`config.mk`:
```
export PLATFORM = sky130hd
export DESIGN_NAME = disp_to_value
export DESIGN_NICKNAME = d
export VERILOG_FILES = /design/src/rtl/disp_to_value.sv
export SDC_FILE = /design/constraint.sdc
export NUM_CORES = 1
export LEC_CHECK = 0
export ABC_AREA = 1
export BUFFER_PORTS_ARGS = -buffer_cell sky130_fd_sc_hd__buf_2
export CAP_MARGIN = 5
export CORE_AREA = 4 4 73 75
export CTS_BUF_LIST = sky130_fd_sc_hd__clkbuf_8
export DETAILED_ROUTE_END_ITERATION = 6
export DIE_AREA = 0 0 77 79
export MAX_ROUTING_LAYER = met4
export PLACE_DENSITY = 0.78
export SYNTH_ARGS = -nofsm -noshare
export SYNTH_HDL_FRONTEND = slang
export SYNTH_SLANG_ARGS = --single-unit
export TNS_END_PERCENT = 50
```
`constraint.sdc`:
```
create_clock -name clk -period 1.8 [get_ports clk]
set_input_delay 0.36 -clock clk [delete_from_list [all_inputs] [get_ports clk]]
set_output_delay 0.36 -clock clk [all_outputs]
set_load 0.02 [all_outputs]
```
`src/rtl/disp_to_value.sv`:
```
// Decodes a two-digit multiplexed seven-segment bus back to an 8-bit value after debouncing each digit.
// Capture happens STABLE_CYCLES edges after a new sample. Outputs are registered pulses, and there is no backpressure.
module disp_to_value #(
  parameter int STABLE_CYCLES = 2
) (
  input  logic       clk,
  input  logic       rst_n,
  input  logic [7:0] seg_in,
  input  logic [1:0] dig_sel,
  output logic [7:0] value_out,
  output logic [1:0] dp_out,
  output logic       valid_out,
  output logic       err_out
);

  typedef enum logic [1:0] {IDLE, SETTLE, HOLD} state_t;

  state_t     state, state_nxt;
  logic [7:0] r_seg;
  logic [1:0] r_sel;
  logic [3:0] cnt, cnt_nxt;
  logic       chg;
  logic       capture;
  logic [3:0] dec_nib;
  logic       dec_ok;
  logic [3:0] lo_nib, hi_nib;
  logic       lo_dp, hi_dp;
  logic       got_lo, got_hi;

  // Stability is judged on the incoming sample against the registered one.
  // This places the capture exactly STABLE_CYCLES edges after the first sample.
  always_comb begin
    chg     = (seg_in != r_seg) || (dig_sel != r_sel);
    cnt_nxt = cnt;
    if (chg)
      cnt_nxt = 4'd0;
    else if (cnt != 4'hF)
      cnt_nxt = cnt + 4'd1;
  end

  always_comb begin
    dec_ok  = 1'b1;
    dec_nib = 4'h0;
    case (seg_in[6:0])
      7'h3F: dec_nib = 4'h0;
      7'h06: dec_nib = 4'h1;
      7'h5B: dec_nib = 4'h2;
      7'h4F: dec_nib = 4'h3;
      7'h66: dec_nib = 4'h4;
      7'h6D: dec_nib = 4'h5;
      7'h7D: dec_nib = 4'h6;
      7'h07: dec_nib = 4'h7;
      7'h7F: dec_nib = 4'h8;
      7'h6F: dec_nib = 4'h9;
      7'h77: dec_nib = 4'hA;
      7'h7C: dec_nib = 4'hB;
      7'h39: dec_nib = 4'hC;
      7'h5E: dec_nib = 4'hD;
      7'h79: dec_nib = 4'hE;
      7'h71: dec_nib = 4'hF;
      default: dec_ok = 1'b0;
    endcase
  end

  always_comb begin
    state_nxt = state;
    capture   = 1'b0;
    case (state)
      IDLE: begin
        if (dig_sel != 2'b00)
          state_nxt = SETTLE;
      end
      SETTLE: begin
        if (dig_sel == 2'b00) begin
          state_nxt = IDLE;
        end else if (!chg && cnt_nxt == 4'(STABLE_CYCLES)) begin
          capture   = 1'b1;
          state_nxt = HOLD;
        end
      end
      HOLD: begin
        if (chg)
          state_nxt = (dig_sel == 2'b00) ? IDLE : SETTLE;
      end
      default: state_nxt = IDLE;
    endcase
  end

  always_ff @(posedge clk or negedge rst_n) begin
    if (!rst_n) begin
      state     <= IDLE;
      r_seg     <= 8'h00;
      r_sel     <= 2'b00;
      cnt       <= 4'd0;
      lo_nib    <= 4'h0;
      hi_nib    <= 4'h0;
      lo_dp     <= 1'b0;
      hi_dp     <= 1'b0;
      got_lo    <= 1'b0;
      got_hi    <= 1'b0;
      value_out <= 8'h00;
      dp_out    <= 2'b00;
      valid_out <= 1'b0;
      err_out   <= 1'b0;
    end else begin
      state     <= state_nxt;
      r_seg     <= seg_in;
      r_sel     <= dig_sel;
      cnt       <= cnt_nxt;
      valid_out <= 1'b0;
      err_out   <= 1'b0;
      if (capture) begin
        if (dig_sel == 2'b11 || !dec_ok) begin
          // A bad digit poisons the whole frame.
          err_out <= 1'b1;
          got_lo  <= 1'b0;
          got_hi  <= 1'b0;
        end else if (dig_sel == 2'b01) begin
          lo_nib <= dec_nib;
          lo_dp  <= seg_in[7];
          if (got_hi) begin
            value_out <= {hi_nib, dec_nib};
            dp_out    <= {hi_dp, seg_in[7]};
            valid_out <= 1'b1;
            got_lo    <= 1'b0;
            got_hi    <= 1'b0;
          end else begin
            got_lo <= 1'b1;
          end
        end else begin
          hi_nib <= dec_nib;
          hi_dp  <= seg_in[7];
          if (got_lo) begin
            value_out <= {dec_nib, lo_nib};
            dp_out    <= {seg_in[7], lo_dp};
            valid_out <= 1'b1;
            got_lo    <= 1'b0;
            got_hi    <= 1'b0;
          end else begin
            got_hi <= 1'b1;
          end
        end
      end
    end
  end

endmodule

```
# ---- After elaboration in Yosys (flattened, before gate mapping)
# Index checks and enable logic that the tools add are counted.
dict set report word_totals {
  regBits 40
  output_inout_bits 12
  word_cells 91
  in_bits 12
}
dict set report op_classes {
  n_eq_ne 28
  n_addsub 1
  muxes 32
  reduce_logical 14
  bitwise 2
}
# cell count
set op_table {}
lappend op_table {{$eq A7 B7 Y1 const B} 12}
lappend op_table {{$pmux W4 S15} 1}
lappend op_table {{$mux W8} 3}
lappend op_table {{$mux W1} 18}
lappend op_table {{$reduce_or A16 Y1} 1}
lappend op_table {{$eq A7 B3 Y1 const B} 2}
lappend op_table {{$eq A7 B6 Y1 const B} 2}
lappend op_table {{$mux W2} 7}
lappend op_table {{$reduce_and A3 Y1} 3}
lappend op_table {{$mux W4} 2}
lappend op_table {{$ne A8 B8 Y1} 1}
lappend op_table {{$ne A2 B2 Y1 const B} 3}
lappend op_table {{$pmux W2 S3} 1}
lappend op_table {{$add A4 B1 Y4 const B} 1}
lappend op_table {{$eq A2 B1 Y1 const B} 2}
lappend op_table {{$eq A2 B2 Y1 const B} 2}
lappend op_table {{$eq A4 B2 Y1 const B} 1}
lappend op_table {{$logic_not A2 Y1} 2}
lappend op_table {{$ne A4 B4 Y1 const B} 1}
lappend op_table {{$reduce_and A4 Y1} 1}
lappend op_table {{$reduce_bool A2 Y1} 2}
lappend op_table {{$ne A3 B3 Y1 const B} 1}
lappend op_table {{$logic_not A1 Y1} 2}
lappend op_table {{$logic_or A1 B1 Y1} 2}
lappend op_table {{other kinds (3)} 4}

# ---- Longest topological paths before layout
# Gate-level depths: netlist of run 1.
dict set report depth {
  depth_word 9
  ltp_mapped 14
  depth_no_buf 12
}

# ---- Worst setup path before layout of run 1
# Ideal clock, no wire load.
dict set report synth_path {
  path_kind {register -> register}
  start {register cnt[0]}
  end {register dp_out[0]}
  arrival_time_ns 1.648
  setup_slack_ns 0.088
  path_stages_with_launch 14
  setup_time_ns 0.065
  n_path_buf 1
  synth_period_minus_slack_ns 1.712
  required_ns 1.735
  cell_sequence {dfrtp_1 -> ha_1 -> nand2_1 -> inv_2 -> nand2_1 -> nand2_1 -> nand2_1 -> nand3_2 -> nor2_2 -> nand3_2 -> nor2_4 -> buf_6 -> nand3_1 -> nand2_1}
}
dict set report synth_via {
  elab_chain_cells 9
  word_cells_on_any_way 10
  cone_classes {add/sub: 1; eq/ne: 2; mux: 5; reduce/logical: 2}
}
# element line_no
set synth_lines {}
lappend synth_lines {{start: declaration} 21} ;# logic [3:0] cnt, cnt_nxt;
lappend synth_lines {{start signal: assignment} 109} ;# cnt <= cnt_nxt;
lappend synth_lines {{$add A4 B1 Y4 or $ne A4 B4 Y1 (tied branches)} {38, 37}}
lappend synth_lines {{$mux W4 *} 37} ;# else if (cnt != 4'hF)
lappend synth_lines {{$mux W4 *} 35} ;# if (chg)
lappend synth_lines {{$eq A4 B2 Y1 *} 76} ;# end else if (!chg && cnt_nxt == 4'(STABLE_CYCLES)) begin
lappend synth_lines {{$logic_and A1 B1 Y1 *} 76}
lappend synth_lines {{$mux W1 *} 76}
lappend synth_lines {{$mux W1 *} 74} ;# if (dig_sel == 2'b00) begin
lappend synth_lines {{$mux W1 *} 68} ;# case (state)
lappend synth_lines {{$reduce_and A4 Y1 (no source line) *} --}
lappend synth_lines {{end signal: assignment} 123} ;# dp_out <= {hi_dp, seg_in[7]};
lappend synth_lines {{end signal: assignment} 135} ;# dp_out <= {seg_in[7], lo_dp};
lappend synth_lines {{end: declaration} 11} ;# output logic [1:0] dp_out,
# Every way passes the cells marked *; elsewhere a longest branch is shown, timed or not.
# A chain may end at the register's enable or synchronous reset.

# ---- Worst setup path after layout of run 1
dict set report layout_path {
  start {register cnt[1]}
  end {register value_out[3]}
}
dict set report layout_via {
  elab_chain_cells 9
  word_cells_on_any_way 10
  cone_classes {add/sub: 1; eq/ne: 2; mux: 5; reduce/logical: 2}
}
# element line_no
set layout_lines {}
lappend layout_lines {{$add A4 B1 Y4 or $ne A4 B4 Y1 (tied branches)} {38, 37}}
lappend layout_lines {{$mux W4 *} 37}
lappend layout_lines {{$mux W4 *} 35}
lappend layout_lines {{$eq A4 B2 Y1 *} 76}
lappend layout_lines {{$logic_and A1 B1 Y1 *} 76}
lappend layout_lines {{$mux W1 *} 76}
lappend layout_lines {{$mux W1 *} 74}
lappend layout_lines {{$mux W1 *} 68}
lappend layout_lines {{$reduce_and A4 Y1 (no source line) *} --}
lappend layout_lines {{end signal: assignment} 122} ;# value_out <= {hi_nib, dec_nib};
lappend layout_lines {{end signal: assignment} 134} ;# value_out <= {dec_nib, lo_nib};
lappend layout_lines {{end: declaration} 10} ;# output logic [7:0] value_out,
# Marks and branches as above.

==> results of run 1 <==
[final timing paths]
kind / end / cells past startpoint / start
max reg2reg: value_out[3]$_DFFE_PN0P_ / 13 / cnt[1]$_DFF_PN0_
min in group clk: r_seg[2]$_DFF_PN0_ / 1 / seg_in[2]
min: r_seg[3]$_DFF_PN0_ / 1 / rst_n
min reg2reg: hi_nib[1]$_DFFE_PN0P_ / 2 / hi_nib[1]$_DFFE_PN0P_
max: value_out[3]$_DFFE_PN0P_ / 13 / cnt[1]$_DFF_PN0_
max in group asynchronous: value_out[3]$_DFFE_PN0P_ / 2 / rst_n
[synthesized netlist by cell type (3+ instances only)]
master | instances | area [um^2]
sky130_fd_sc_hd__inv_1 | 25 | 93.8
sky130_fd_sc_hd__o21ai_0 | 6 | 30.0
sky130_fd_sc_hd__nand3_2 | 3 | 30.0
sky130_fd_sc_hd__nand3_1 | 31 | 155
sky130_fd_sc_hd__o21ai_1 | 3 | 15.0
sky130_fd_sc_hd__xor2_1 | 3 | 26.3
sky130_fd_sc_hd__nand2_1 | 133 | 499
sky130_fd_sc_hd__nand4_1 | 6 | 37.5
sky130_fd_sc_hd__nor2_2 | 6 | 37.5
sky130_fd_sc_hd__inv_2 | 11 | 41.3
sky130_fd_sc_hd__buf_2 | 4 | 20.0
sky130_fd_sc_hd__nor2_1 | 40 | 150
sky130_fd_sc_hd__dfrtp_1 | 40 | 1000
[logic make-up after synthesis]
group           after synthesis
compound gates               14
xor+xnor                      5
flops                        40
simple gates                224
buf+inv                      46
fa+ha+maj                     1
[registers in the layout, indices dropped and copies added, names as in the netlist]
register	flops
err_out	1
value_out	8
hi_nib	4
state	2
dp_out	2
lo_dp	1
r_sel	2
got_lo	1
hi_dp	1
lo_nib	4
got_hi	1
r_seg	8
cnt	4
valid_out	1
[report_power, final]
group / switching, mW / total [mW] / internal (mW)
registers: 0.0153 / 0.935 / 0.920
clock network: 0.352 / 0.770 / 0.418
logic: 0.170 / 0.273 / 0.103
[layer usage]
layer / track usage, % / vias to the layer above / routed length, um
met1: 24.5 / 1082 / 2420
met3: 3.29 / 16 / 262
met5: - / - / 0
li1: - / 1142 / -
met4: 8.54 / 0 / 154
met2: 33.3 / 64 / 2790
[worst register-to-register path, cell delays in order (launching register included)]
cell                      delay, ns
sky130_fd_sc_hd__dfrtp_1       0.36
sky130_fd_sc_hd__ha_2          0.19
sky130_fd_sc_hd__nand2_2       0.05
sky130_fd_sc_hd__inv_2         0.08
sky130_fd_sc_hd__buf_6         0.11
sky130_fd_sc_hd__nand3_4       0.06
sky130_fd_sc_hd__nand2_4       0.10
sky130_fd_sc_hd__buf_6         0.10
sky130_fd_sc_hd__nand3_4       0.08
sky130_fd_sc_hd__nor2_4        0.11
sky130_fd_sc_hd__nand4_1       0.17
sky130_fd_sc_hd__buf_6         0.20
sky130_fd_sc_hd__nand2_4       0.05
sky130_fd_sc_hd__nand2_2       0.05
[cell type report]
class                      instances  area, um^2  share of cell area (%)
clock inverter                     3        47.5                    1.57
tap                               54        67.6                    2.22
inverter                          38         143                    4.70
multi-input combinational        247        1310                    43.0
sequential                        40        1000                    32.9
timing repair buffer              58         405                    13.3
clock buffer                       5        68.8                    2.27
[what timing repair did]
item | CTS | global route
pin swaps | 5 | 23
endpoints found under the setup margin | 22 | 25
resized for setup | 15 | 41
buffers inserted | 0 | 1
cloned | 3 | 1
==> qor.txt, run 1 <==
1st-iter DRT viols: 170
Number of nets with antenna violations after routing: 0
Smallest hold slack: 0.000804 ns
Die span in y: 79 um
Most used flip-flop cell after synthesis: sky130_fd_sc_hd__dfrtp_1
Crit path largest cell delay: 0.36 ns
Buffer levels on the longest clock path: 2
Fraction of the cycle the final worst path needs: 101%
Share of the synthesized netlist area taken by xor and xnor gates: 1.92%
CORE AREA: 0.00466 mm^2
Die boundary width: 77 um
Ports placed on the boundary: 24
Number of clock sinks seen by CTS: 40
Dominant combinational cell family by area after synthesis: simple AND/OR/NAND/NOR gates
EDFF count, synth: 0
First-pass GRT wire length: 9550 um
Number of different library cells in the post-synthesis netlist: 24
Clock root cell: sky130_fd_sc_hd__clkbuf_8
Worst-path cell with the longest stage delay: sky130_fd_sc_hd__dfrtp_1
Clock tree from TritonCTS: yes
Area of all placed cells without fillers: 0.00304 mm^2
Port bufs: 23
Placed inst area: 0.00267 mm^2
Clock-pin slew on the worst setup and hold paths: 0.08 ns
Transition time at the pin with the least slew margin: 0.460 ns
Diode count: 0
Detailed-route DRC error count: 0
Pre-CTS worst setup slack: -0.180 ns
Final nets: 403
Grt total ovfl: 0
Clk Latency, worst-skew pair: 0.30 ns
Synth Register Bits: 40
Most frequent standard cell in the layout excluding fill and tap cells: sky130_fd_sc_hd__nand2_1
Average cell area after synthesis: 6.92 um^2
Number of buffers inserted for hold repair after clock tree synthesis: 0
Area of the die: 0.00608 mm^2
Synth Area in Compound Gates: 3.40%
Worst setup margin: -0.0123 ns
Final non-filler cell total: 445
Synthesized-area fraction occupied by and/or/nand/nor cells: 41.5%
Worst Setup End Kind: flip-flop
Summed negative setup slack over all endpoints: -0.0196 ns
Design Power: 1.98 mW
Critical path buffers and inverters: 4
Relative slew margins: 69.3%
Kind of cell adding the most delay to the critical path: simple AND/OR/NAND/NOR gates
Commonest cells after routing, fill and taps aside: sky130_fd_sc_hd__nand2_1 (119), sky130_fd_sc_hd__dfrtp_1 (40), sky130_fd_sc_hd__nor2_1 (33)
Final Slew Violations: 0
Maximum vdd drop: 0.000414 V
Drt total wl: 5630 um
RSZ-0062 raised after global routing: true
Final hold violation count: 0
Deepest level of the CTS H-tree: 2
Via-to-Cell Ratio: 5.18
Multiplexer share of the synthesized area: 0%
Share of cells above drive strength 1: 32.5%
Class of the tightest hold or removal check: input port to async pin
Total GRT Usage: 20.1%
Status: complete, but fails checks
Share of synthesized area occupied by flip-flops and latches: 43.8%
Data arrival time of the critical path: 2.00 ns
Placed insts: 432
Syn nets: 343
Number of standard-cell rows in the floorplan: 25
WP data required: 1.99 ns
Total clock buffers created by CTS: 5
Achievable Freq: 552 MHz
Layout overhead on the synthesized area: 33.0%
Post-route clock skew: 0.00870 ns
Async set or reset register ratio after synthesis: 100%
Max Cap Viol: 0
Number of antenna violations at the first check in global routing: 0
Violations in the final reports: setup timing
Setup Viol. Count Final: 3
Routed wirelength normalized by instance count: 12.6 um
Number of global-route vias before repair: 2,198
Number of filler cells placed in the layout: 365
Critical Path Source Type: flip-flop
Arithmetic-cell share of the synthesized area counting full adders, half adders and majority gates: 0.548%
Synth Instances: 330
Static leakage power: 1.70 nW
Warnings from Yosys: 0
Register-to-register path setup slack: -0.01 ns
Core occupancy in the finished layout: 65.2%
Critical path fanouts, max: 6
Placer Congestion: 0.871
Type of the worst setup path: flip-flop to flip-flop
Areal power density over the cells: 651 mW/mm^2
Total standard cell area after synthesis: 0.00228 mm^2
Initial cell density of the core: 49.0%
Number of vias in the routed layout: 2,304
Half-perimeter wire length of the detailed placement result: 3960 um
Critical Path Most Common Cell: sky130_fd_sc_hd__buf_6
Largest net degree at the start of global routing: 22
Final worst path period need: 1.81 ns
Critical path, cell by cell: ha_2, nand2_2, inv_2, buf_6, nand3_4, nand2_4, buf_6, nand3_4, nor2_4, nand4_1, buf_6, nand2_4, nand2_2
Detailed Routing Iterations Pass 1: 4
No activity file was read; power rests on OpenSTA's default activity.
==> run 2, diff against run 1 <==
--- a/config.mk
+++ b/config.mk
@@ -17,4 +17,4 @@
 export SYNTH_ARGS = -nofsm -noshare
 export SYNTH_HDL_FRONTEND = slang
 export SYNTH_SLANG_ARGS = --single-unit
-export TNS_END_PERCENT = 50
+export TNS_END_PERCENT = 10
==> run 2 against run 1 <==
Against the previous run: the flow still finishes with violations (setup timing); non-clock buffer count is the same; worst hold slack gained 0.0032 ns; via count is essentially flat.
==> qor.txt, run 2 (same netlist as run 1, synthesis figures left out) <==
Number of antenna violations at the first check in global routing: 0
Critical path, cell by cell: ha_2, nand2_2, inv_2, buf_6, nand3_4, nand2_4, buf_6, nand3_4, nor2_4, nand4_1, buf_6, nand2_4, nand2_2
Most frequent standard cell in the layout excluding fill and tap cells: sky130_fd_sc_hd__nand2_1
Violations in the final reports: setup timing
Detailed Routing Iterations Pass 1: 4
Worst-path cell with the longest stage delay: sky130_fd_sc_hd__dfrtp_1
Maximum vdd drop: 0.000412 V
Areal power density over the cells: 652 mW/mm^2
CORE AREA: 0.00466 mm^2
FF-to-FF Start: cnt[1]$_DFF_PN0_
Diode count: 0
Buffer levels on the longest clock path: 2
Half-perimeter wire length of the detailed placement result: 3960 um
Number of filler cells placed in the layout: 368
Grt peak-use layer: met2
Port bufs: 23
Met1 capacity usage during global routing: 24.5%
Placed inst area: 0.00267 mm^2
Via-to-Cell Ratio: 5.17
Final hold violation count: 0
Final worst path period need: 1.82 ns
Summed negative setup slack over all endpoints: -0.0753 ns
Kind of cell adding the most delay to the critical path: simple AND/OR/NAND/NOR gates
Drt total wl: 5650 um
Placer Congestion: 0.871
Layout overhead on the synthesized area: 32.7%
Clock-pin slew on the worst setup and hold paths: 0.08 ns
Total GRT Usage: 20.1%
Clock root cell: sky130_fd_sc_hd__clkbuf_8
Number of nets with antenna violations after routing: 0
Detailed-route DRC error count: 0
Number of global-route vias before repair: 2,198
Global Route met2 Usage: 33.3%
Deepest level of the CTS H-tree: 2
Static leakage power: 1.70 nW
Critical Path Most Common Cell: sky130_fd_sc_hd__buf_6
Worst-case reg-to-reg path depth: 13
Total clock buffers created by CTS: 5
Clock tree from TritonCTS: yes
Post-route clock skew: 0.00815 ns
Core occupancy in the finished layout: 65.0%
Ports placed on the boundary: 24
Grt total ovfl: 0
Setup Viol. Count Final: 8
Data arrival time of the critical path: 2.01 ns
Met3 GRT Util: 3.29%
Critical Path Source Type: flip-flop
Relative slew margins: 69.3%
Status: complete, but fails checks
Clk Latency, worst-skew pair: 0.30 ns
Area of all placed cells without fillers: 0.00303 mm^2
Achievable Freq: 551 MHz
Crit path largest cell delay: 0.36 ns
Area of the die: 0.00608 mm^2
Worst Setup End Kind: flip-flop
First-pass GRT wire length: 9550 um
Top Registers: r_seg: 8 flops, value_out: 8 flops
Transition time at the pin with the least slew margin: 0.461 ns
RSZ-0062 raised after global routing: true
Number of clock sinks seen by CTS: 40
Critical path buffers and inverters: 4
Number of standard-cell rows in the floorplan: 25
WP data required: 1.99 ns
Final non-filler cell total: 445
Final Slew Violations: 0
Number of vias in the routed layout: 2,302
Die boundary width: 77 um
Reg-to-reg endpoint: value_out[3]$_DFFE_PN0P_
Critical path fanouts, max: 6
Design Power: 1.98 mW
Commonest cells after routing, fill and taps aside: sky130_fd_sc_hd__nand2_1 (120), sky130_fd_sc_hd__dfrtp_1 (40), sky130_fd_sc_hd__nor2_1 (33)
1st-iter DRT viols: 152
Placed insts: 432
Fraction of the cycle the final worst path needs: 101%
Class of the tightest hold or removal check: input port to async pin
Share of cells above drive strength 1: 32.0%
Final nets: 403
Largest net degree at the start of global routing: 22
Type of the worst setup path: flip-flop to flip-flop
Routed wirelength normalized by instance count: 12.7 um
Initial cell density of the core: 49.0%
Register-to-register path setup slack: -0.02 ns
Max Cap Viol: 0
Die span in y: 79 um
Worst setup margin: -0.0155 ns
==> run 2: cell types whose count changed in the layout (fill, tap and decap cells not counted) <==
cell,delta
sky130_fd_sc_hd__nand3_2,-1
sky130_fd_sc_hd__nand3_1,+1
sky130_fd_sc_hd__nand2_1,+1
sky130_fd_sc_hd__nand2_2,-1
==> run 2: worst reg2reg max path: cells and delay by family (launching register included) <==
kind / cells / cell delay (ns)
flops: 1 / 0.36
fa+ha+maj: 1 / 0.19
buf+inv: 4 / 0.49
simple gates: 8 / 0.67
==> run 2: area by class of cell <==
cell class,count,area [um^2],area share [%]
Clock buffer,5,68.8,2.27
Clock inverter,3,47.5,1.57
Inverter,38,143,4.71
Multi-Input combinational cell,247,1300,42.8
Sequential cell,40,1000,33.0
Tap cell,54,67.6,2.23
Timing Repair Buffer,58,405,13.4
==> run 2: through the flow <==
| stage | worst slack [ns] | hold WS [ns] |
|---|---|---|
| finish | -0.0155 | 0.00397 |
| global placement | -0.135 | 0.330 |
| detailed placement | -0.180 | 0.334 |
| global route | -0.144 | 0.0382 |
| CTS | -0.00814 | 0.00946 |
| floorplan | 0.0876 | 0.0644 |
==> run 2: worst max-delay path by stage <==
| stage | slack (ns) | from | depth (start not counted) | end |
|---|---|---|---|---|
| final | -0.02 | cnt[1]$_DFF_PN0_ | 13 | value_out[3]$_DFFE_PN0P_ |
| after global routing | -0.14 | r_sel[1]$_DFF_PN0_ | 14 | value_out[0]$_DFFE_PN0P_ |
| after CTS | -0.008 | cnt[0]$_DFF_PN0_ | 12 | hi_nib[1]$_DFFE_PN0P_ |
| after detailed placement | -0.18 | seg_in[6] | 13 | dp_out[1]$_DFFE_PN0P_ |
| after global placement | -0.14 | seg_in[6] | 13 | dp_out[1]$_DFFE_PN0P_ |
| after floorplan | 0.09 | cnt[0]$_DFF_PN0_ | 13 | dp_out[0]$_DFFE_PN0P_ |
==> run 2: routing by layer <==
layer / part of all wire [%] / up-vias
met4: 2.3 / 0
met1: 43 / 1085
met2: 50 / 66
met5: 0 / -
li1: - / 1139
met3: 4.8 / 12
==> run 2: what timing repair did <==
action | 4_1_cts | 5_1_grt
endpoints found under the setup margin | 22 | 25
cloned | 3 | 1
hold buffers | 0 | 0
resized for setup | 15 | 39
pin swaps | 5 | 19
setup buffers | 0 | 1
endpoints found under the hold margin | 0 | 0
==> run 2: report_power, final <==
group	total, mW	internal (mW)	switching [mW]
clock network	0.769	0.418	0.351
registers	0.935	0.920	0.0154
logic	0.273	0.103	0.170
total	1.98	1.44	0.537
